<file path="config.mk">
export PLATFORM = sky130hd
export DESIGN_NAME = systolic_array_ws
export DESIGN_NICKNAME = d
export VERILOG_FILES = /design/src/rtl/systolic_array_ws.sv
export SDC_FILE = /design/constraint.sdc
export NUM_CORES = 2
export LEC_CHECK = 0
export CAP_MARGIN = 20
export CORE_UTILIZATION = 55
export DETAILED_ROUTE_END_ITERATION = 12
export PLACE_DENSITY_LB_ADDON = 0.25
export SLEW_MARGIN = 10
export SYNTH_ARGS = -nofsm -noshare
export SYNTH_HDL_FRONTEND = slang
export SYNTH_SLANG_ARGS = --single-unit
</file>
<file path="constraint.sdc">
create_clock -name clk -period 5.9 [get_ports clk]
set_input_delay 1.18 -clock clk [delete_from_list [all_inputs] [get_ports clk]]
set_output_delay 1.18 -clock clk [all_outputs]
set_load 0.01 [all_outputs]
</file>
<file path="src/rtl/systolic_array_ws.sv">
// Weight-stationary systolic matrix-vector engine: y[c] = sum_r a[r]*W[r][c].
// Double-buffered weights, internal input skew / output deskew, valid/ready input handshake.
module systolic_array_ws #(
   parameter int unsigned ROWS   = 4,
   parameter int unsigned COLS   = 4,
   parameter int unsigned DATA_W = 8,
   parameter int unsigned ACC_W  = 20,
   parameter bit          SIGNED = 1'b1
) (
   input  logic              clk,
   input  logic              reset,
   input  logic              w_load,
   input  logic [DATA_W-1:0] w_in [0:COLS-1],
   input  logic              w_swap,
   input  logic              a_valid,
   output logic              a_ready,
   input  logic [DATA_W-1:0] a_in [0:ROWS-1],
   output logic              y_valid,
   output logic [ACC_W-1:0]  y_out [0:COLS-1],
   output logic              busy
);
   localparam int unsigned VLEN  = ROWS + COLS;
   localparam int unsigned CNT_W = $clog2(ROWS + COLS + 1);

   if (ACC_W < 2 * DATA_W + $clog2(ROWS)) begin : g_acc_w_check
      $error("systolic_array_ws: ACC_W too narrow for DATA_W and ROWS");
   end

   typedef enum logic [1:0] {RUN, DRAIN, SWAP} state_t;

   state_t             state, state_nxt;
   logic [CNT_W-1:0]   cnt, cnt_nxt;
   logic [VLEN-1:0]    vsr;
   logic               accept;

   logic [DATA_W-1:0]  sh_w   [ROWS][COLS];
   logic [DATA_W-1:0]  act_w  [ROWS][COLS];
   logic [DATA_W-1:0]  a_gate [ROWS];
   logic [DATA_W-1:0]  skew   [ROWS][ROWS];
   logic [DATA_W-1:0]  a_x    [ROWS][COLS];
   logic [DATA_W-1:0]  a_reg  [ROWS][COLS];
   logic [ACC_W-1:0]   p_x    [ROWS][COLS];
   logic [ACC_W-1:0]   psum   [ROWS][COLS];
   logic [ACC_W-1:0]   dsk    [COLS][COLS];
   logic [ACC_W-1:0]   aligned[COLS];

   function automatic logic [ACC_W-1:0] ext(input logic [DATA_W-1:0] x);
      return SIGNED ? {{(ACC_W-DATA_W){x[DATA_W-1]}}, x} : {{(ACC_W-DATA_W){1'b0}}, x};
   endfunction

   assign a_ready = (state == RUN) && !reset;
   assign accept  = a_valid && a_ready;
   assign y_valid = vsr[VLEN-1];
   assign busy    = (cnt != '0) || (state != RUN);

   always_comb begin
      cnt_nxt = cnt;
      if (accept && !y_valid)
         cnt_nxt = cnt + CNT_W'(1);
      else if (!accept && y_valid)
         cnt_nxt = cnt - CNT_W'(1);
   end

   // DRAIN leaves in the cycle showing the last result, so SWAP directly follows it
   always_comb begin
      state_nxt = state;
      case (state)
         RUN:     if (w_swap) state_nxt = (cnt == '0 && !accept) ? SWAP : DRAIN;
         DRAIN:   if (cnt_nxt == '0) state_nxt = SWAP;
         SWAP:    state_nxt = RUN;
         default: state_nxt = RUN;
      endcase
   end

   always_ff @(posedge clk) begin
      if (reset) begin
         state <= RUN;
         cnt   <= '0;
         vsr   <= '0;
      end else begin
         state <= state_nxt;
         cnt   <= cnt_nxt;
         vsr   <= {vsr[VLEN-2:0], accept};
      end
   end

   always_ff @(posedge clk) begin
      if (reset) begin
         for (int unsigned r = 0; r < ROWS; r++)
            for (int unsigned c = 0; c < COLS; c++) begin
               sh_w[r][c]  <= '0;
               act_w[r][c] <= '0;
            end
      end else begin
         if (state == SWAP)
            act_w <= sh_w;
         if (w_load) begin
            for (int unsigned c = 0; c < COLS; c++)
               sh_w[0][c] <= w_in[c];
            for (int unsigned r = 1; r < ROWS; r++)
               sh_w[r] <= sh_w[r-1];
         end
      end
   end

   // Row r taps the r-th stage of a whole-vector delay line; zeros fill bubbles.
   always_comb begin
      for (int unsigned r = 0; r < ROWS; r++)
         a_gate[r] = accept ? a_in[r] : '0;
   end

   always_comb begin
      a_x[0][0] = a_gate[0];
      for (int unsigned r = 1; r < ROWS; r++)
         a_x[r][0] = skew[r-1][r];
      for (int unsigned r = 0; r < ROWS; r++)
         for (int unsigned c = 1; c < COLS; c++)
            a_x[r][c] = a_reg[r][c-1];
      for (int unsigned c = 0; c < COLS; c++) begin
         p_x[0][c] = '0;
         for (int unsigned r = 1; r < ROWS; r++)
            p_x[r][c] = psum[r-1][c];
      end
   end

   always_ff @(posedge clk) begin
      if (reset) begin
         for (int unsigned r = 0; r < ROWS; r++) begin
            for (int unsigned s = 0; s < ROWS; s++)
               skew[s][r] <= '0;
            for (int unsigned c = 0; c < COLS; c++) begin
               a_reg[r][c] <= '0;
               psum[r][c]  <= '0;
            end
         end
      end else begin
         skew[0] <= a_gate;
         for (int unsigned s = 1; s < ROWS; s++)
            skew[s] <= skew[s-1];
         for (int unsigned r = 0; r < ROWS; r++)
            for (int unsigned c = 0; c < COLS; c++) begin
               a_reg[r][c] <= a_x[r][c];
               psum[r][c]  <= p_x[r][c] + ext(a_x[r][c]) * ext(act_w[r][c]);
            end
      end
   end

   // Column c leaves the array c cycles late; it waits COLS-1-c more here.
   always_comb begin
      for (int unsigned c = 0; c + 1 < COLS; c++)
         aligned[c] = dsk[COLS-2-c][c];
      aligned[COLS-1] = psum[ROWS-1][COLS-1];
   end

   always_ff @(posedge clk) begin
      if (reset) begin
         for (int unsigned c = 0; c < COLS; c++) begin
            y_out[c] <= '0;
            for (int unsigned s = 0; s < COLS; s++)
               dsk[s][c] <= '0;
         end
      end else begin
         for (int unsigned c = 0; c < COLS; c++)
            dsk[0][c] <= psum[ROWS-1][c];
         for (int unsigned s = 1; s < COLS; s++)
            dsk[s] <= dsk[s-1];
         if (vsr[VLEN-2])
            for (int unsigned c = 0; c < COLS; c++)
               y_out[c] <= aligned[c];
      end
   end
endmodule

</file>
# Word-level counts from Yosys, hierarchy flattened
# Memories as Yosys holds them, arrays and structs flattened.
# Index checks and enable logic that the tools add are counted.
[word_totals]
ramBits = 896
rom_bits = 0
latchBits = 0
reg_bits = 350
in_bits = 69
mem_count = 4
elab_cells = 191
out_inout_bits = 83
[memory_table]
columns = ["memory", "depth", "word_bits", "read_ports", "rd_ports_with_merged_regs", "wr", "line", "rtl"]
rows = [
  ["dsk", 4, 80, 3, 0, 4, "44", "logic [ACC_W-1:0] dsk [COLS][COLS];"],
  ["psum", 4, 80, 4, 0, 4, "43", "logic [ACC_W-1:0] psum [ROWS][COLS];"],
  ["a_reg", 4, 32, 4, 0, 4, "41", "logic [DATA_W-1:0] a_reg [ROWS][COLS];"],
  ["skew", 4, 32, 3, 0, 4, "39", "logic [DATA_W-1:0] skew [ROWS][ROWS];"],
]
[op_classes]
bitwise_logic = 43
div_mod_pow = 0
shift = 0
n_lt_le_gt_ge = 0
mul = 16
muxes = 56
addsub = 14
reduce_logical = 15
n_eq_ne = 4
[op_table]
columns = ["cell", "count"]
rows = [
  ["$mux W20", 20],
  ["$mul A8 B8 Y16", 16],
  ["$add A20 B20 Y20", 12],
  ["$mux W80", 3],
  ["$mux W8", 20],
  ["$mux W32", 4],
  ["$or A1 B1 Y1", 43],
  ["$logic_not A4 Y1", 2],
  ["$mux W4", 2],
  ["$mux W2", 3],
  ["$logic_and A1 B1 Y1", 5],
  ["$add A4 B1 Y4 const B", 1],
  ["$ne A2 B2 Y1 const B", 2],
  ["$pmux W2 S2", 1],
  ["$reduce_bool A4 Y1", 1],
  ["$sub A4 B1 Y4 const B", 1],
  ["$logic_not A1 Y1", 3],
  ["$mux W1", 3],
  ["$eq A2 B1 Y1 const B", 1],
  ["$eq A2 B2 Y1 const B", 1],
  ["$logic_not A2 Y1", 1],
  ["$reduce_and A2 Y1", 1],
  ["$reduce_bool A2 Y1", 1],
  ["$logic_or A1 B1 Y1", 1],
]

# Depth between registers and ports, before layout
[depth]
word_depth = 10
ltp_mapped = 28
depth_no_buf = 27

# Worst setup path after synthesis
# OpenSTA, ideal clock, no wires.
[synth_timing]
kind = "input -> register"
from = "input reset"
to = "memory psum[0][74] (netlist bit)"
cell_stages = 20
required_time_ns = 5.772
path_slack_ns = 0.079
arrival_ns = 5.693
cell_sequence = "nor3_2 -> clkbuf_1 -> and3_1 -> clkbuf_1 -> nand2_1 -> fa_1 -> fa_1 -> inv_1 -> fa_1 -> inv_1 -> fa_1 -> inv_1 -> ha_1 -> a21oi_1 -> o21bai_1 -> a2111oi_0 -> nor3_1 -> a31oi_1 -> xor2_1 -> nor2_1"
[synth_lines]
columns = ["element", "line", "rtl"]
rows = [
  ["start: declaration", "11", "input logic reset,"],
  ["end: declaration", "43", ""],
]

==> flow_summary.json <==
{
  "outcome": "complete, no violations",
  "min_path_type": "reg2reg",
  "p_clk_share_pct": 48.5,
  "drc": 0,
  "areaGrowthSynthToFinish_pct": 12.8,
  "drt_iter0_drc": 2536,
  "combinationalPowerShare_pct": 5.3,
  "rsz0062_at_grt": "true",
  "grt_max_degree": 162,
  "grt-ovfl-total": 0,
  "io_buffers": 151,
  "row_count": 135,
  "synth_area_um2": 75700,
  "layout_common_cells": "inv_1, fa_1, dfxtp_1",
  "grt_busiest_layer": "met2",
  "internal-power_uw": 10500,
  "antenna_found_initial": 0,
  "synth-edff-count": 0,
  "dpl_cell_area_um2": 80300,
  "grt_pass1_wl_mm": 265,
  "largest_register": "psum",
  "die_h_um": 373,
  "worst_pin_slew_ns": 1.04,
  "post_drt_wl_per_cell_um": 15.6,
  "grt_usage_pct": 23.1,
  "slew_violations": 0,
  "ctsHoldBuffers": 0,
  "maxCapViolations": 0,
  "firstDrtPassIters": 5,
  "cts_tree": "yes",
  "powerDensity_nw_per_um2": 163,
  "layout_commonest_cell": "inv_1",
  "worstSetupPathType": "reg2reg",
  "htreeDepth": 3,
  "static-leakage-power_uw": 0.0413,
  "gp_congestion": 0.895,
  "start_util_pct": 55.7,
  "max_freq_ghz": 0.174,
  "cts_root_buf": "clkbuf_16",
  "yosysSeqAreaShare_pct": 24.3,
  "grt_use_met2_pct": 37.0,
  "max-vdd-ir-drop_mv": 0.222,
  "ys_seq_elements": 918,
  "sequentialPowerShare_pct": 46.2,
  "postLayoutCellArea_um2": 85400,
  "power.switching_uw": 3390,
  "tns_ns": 0,
  "die_area_um2": 139000,
  "largest_register_ffs": 304,
  "syn-num-nets": 9815,
  "clk_latency_ns": 0.75,
  "final_layout_size_suffix_gt1_share_pct": 8.74,
  "synthTopCellsByArea": "dfxtp_1, fa_1, ha_1, inv_1, and2_1",
  "finalCritPeriodShare_pct": 97.6,
  "relSlewSlack_pct": 30.8,
  "reg.largest.list": "psum x304, act_w x128, sh_w x128",
  "syn_inst": 8151,
  "syn_avg_cell_area_um2": 9.29,
  "use_met3_pct": 3.09,
  "die_width_um": 373,
  "grtUsageMet1_pct": 32.9,
  "ys.warnings.count": 0,
  "post-synth-top-area-cell": "dfxtp_1",
  "antenna_cells": 0,
  "fin_nets": 10100,
  "fin_crit_ns": 5.76,
  "hpwl_mm": 127,
  "via_count": 53100,
  "wirelength_mm": 161,
  "required_ns": 6.57,
  "start_kind": "flop",
  "dp_cells": 10100,
  "endpoint_kind": "flop",
  "synth_cell_type_count": 90,
  "cts.path.max_buffers": 3,
  "cp_max_fo": 9,
  "crit_arrival_ns": 6.43,
  "final_hold_viol_count": 0,
  "synth.top_cell.area_share_pct": 24.3,
  "path_clk_slew_ns": 0.06,
  "ant_nets": 0,
  "core_area_um2": 136000,
  "ys.flop_type": "dfxtp_1",
  "swShare_pct": 24.4,
  "final_cell_count_no_fill": 10300,
  "numCtsBuffers": 104,
  "whs_ns": 0.429,
  "clock-sinks": 918,
  "synthArstFlopShare_pct": 0,
  "setup_viol": 0,
  "avgViaCountPerCell": 5.15,
  "grt_pass1_vias": 53700,
  "skew_ns": 0.0437,
  "io_pins": 152
}
==> Yosys cell counts (all sizes together), types with 14 or more instances <==
cell type,n
and2,674
xnor2,298
nor2b,389
fa,892
and3,55
mux2i,211
a31oi,28
o21a,25
a21o,144
nand3,30
nand2,591
ha,703
o211ai,14
clkbuf,184
xor2,134
nand2b,81
a21oi,381
o21ai,154
dfxtp,918
o21bai,40
mux2,14
a211oi,43
nor3,55
buf,23
nor2,574
inv,1321
==> worst max-delay path: stages (launching register included) <==
cell	delay, ns
dfxtp_2	0.37
and2_1	0.17
ha_1	0.29
fa_1	0.46
ha_1	0.30
inv_1	0.05
fa_1	0.47
inv_1	0.04
ha_2	0.19
fa_1	0.45
a21o_1	0.20
a21oi_2	0.18
o21bai_1	0.11
a21oi_2	0.18
o21ai_1	0.12
a21o_1	0.21
a21oi_2	0.17
xnor2_2	0.10
ha_1	0.31
a21o_1	0.17
or4b_2	0.63
o22ai_2	0.19
xor3_1	0.23
nor2_1	0.09
==> layout make-up <==
type / instances / area [µm²]
clock buffer: 134 / 2890
clock inverter: 55 / 751
fill: 11200 / 50500
inverter: 1321 / 4960
multi-input combinational: 5705 / 52700
sequential: 918 / 18500
tap: 1781 / 2230
timing repair buffer: 403 / 3440
==> power groups by stage <==
| stage | Sequential [µW] | Combinational, µW | Clock (µW) |
|---|---|---|---|
| 2_1_floorplan | 6490 | 503 | 0 |
| 3_3_place_gp | 6570 | 708 | 0 |
| 3_5_place_dp | 6570 | 725 | 0 |
| 4_1_cts | 6430 | 731 | 6930 |
| 5_1_grt | 6440 | 817 | 7190 |
| 6_report | 6430 | 735 | 6750 |
==> final timing paths <==
check / from / endpoint / slack (ns) / cells after the start
setup / recovery: a_reg[3][19]$_SDFF_PP0_ / psum[1][119]$_SDFF_PP0_ / 0.14 / 23
hold / removal: dsk[0][59]$_SDFF_PP0_ / dsk[1][59]$_SDFF_PP0_ / 0.43 / 1
setup reg to reg: a_reg[3][19]$_SDFF_PP0_ / psum[1][119]$_SDFF_PP0_ / 0.14 / 23
hold reg to reg: dsk[0][59]$_SDFF_PP0_ / dsk[1][59]$_SDFF_PP0_ / 0.43 / 1
==> through the flow <==
stage | power, µW | setup WS, ns | util [%]
2_1_floorplan | 7000 | 0.0791 | -
4_1_cts | 14100 | 0.000326 | 61.8
3_5_place_dp | 7290 | -0.240 | 59.0
3_3_place_gp | 7270 | -0.149 | 59.0
6_report | 13900 | 0.142 | 62.8
5_1_grt | 14400 | -0.0919 | 62.8
==> per-layer routing <==
layer / vias to the layer above / wire, µm
li1: 26200 / -
met5: - / 0
met1: 25900 / 77400
met4: 0 / 3300
met3: 188 / 7350
met2: 892 / 73100
==> logic make-up (layout without fill, tap and decap cells) <==
kind of cell / count (synthesis) / in the layout / synth area share, %
and+or+nand+nor: 2504 / 2504 / 16.8
AOI/OAI and AO/OA: 945 / 945 / 8.03
DFF: 918 / 918 / 24.3
muxes: 225 / 225 / 3.00
xor gates and xnor gates: 436 / 436 / 5.13
adders and majority gates: 1595 / 1595 / 35.2
buffers and inverters: 1528 / 1913 / 7.60
==> what timing repair did <==
item | 4_1_cts | 5_1_grt
pin swaps | 6 | 114
setup endpoints to repair | 9 | 58
buffers inserted | 1 | 47
endpoints found under the hold margin | 0 | 0
gates resized for setup | 28 | 279
Note: power is estimated with default switching activity, not from simulation.
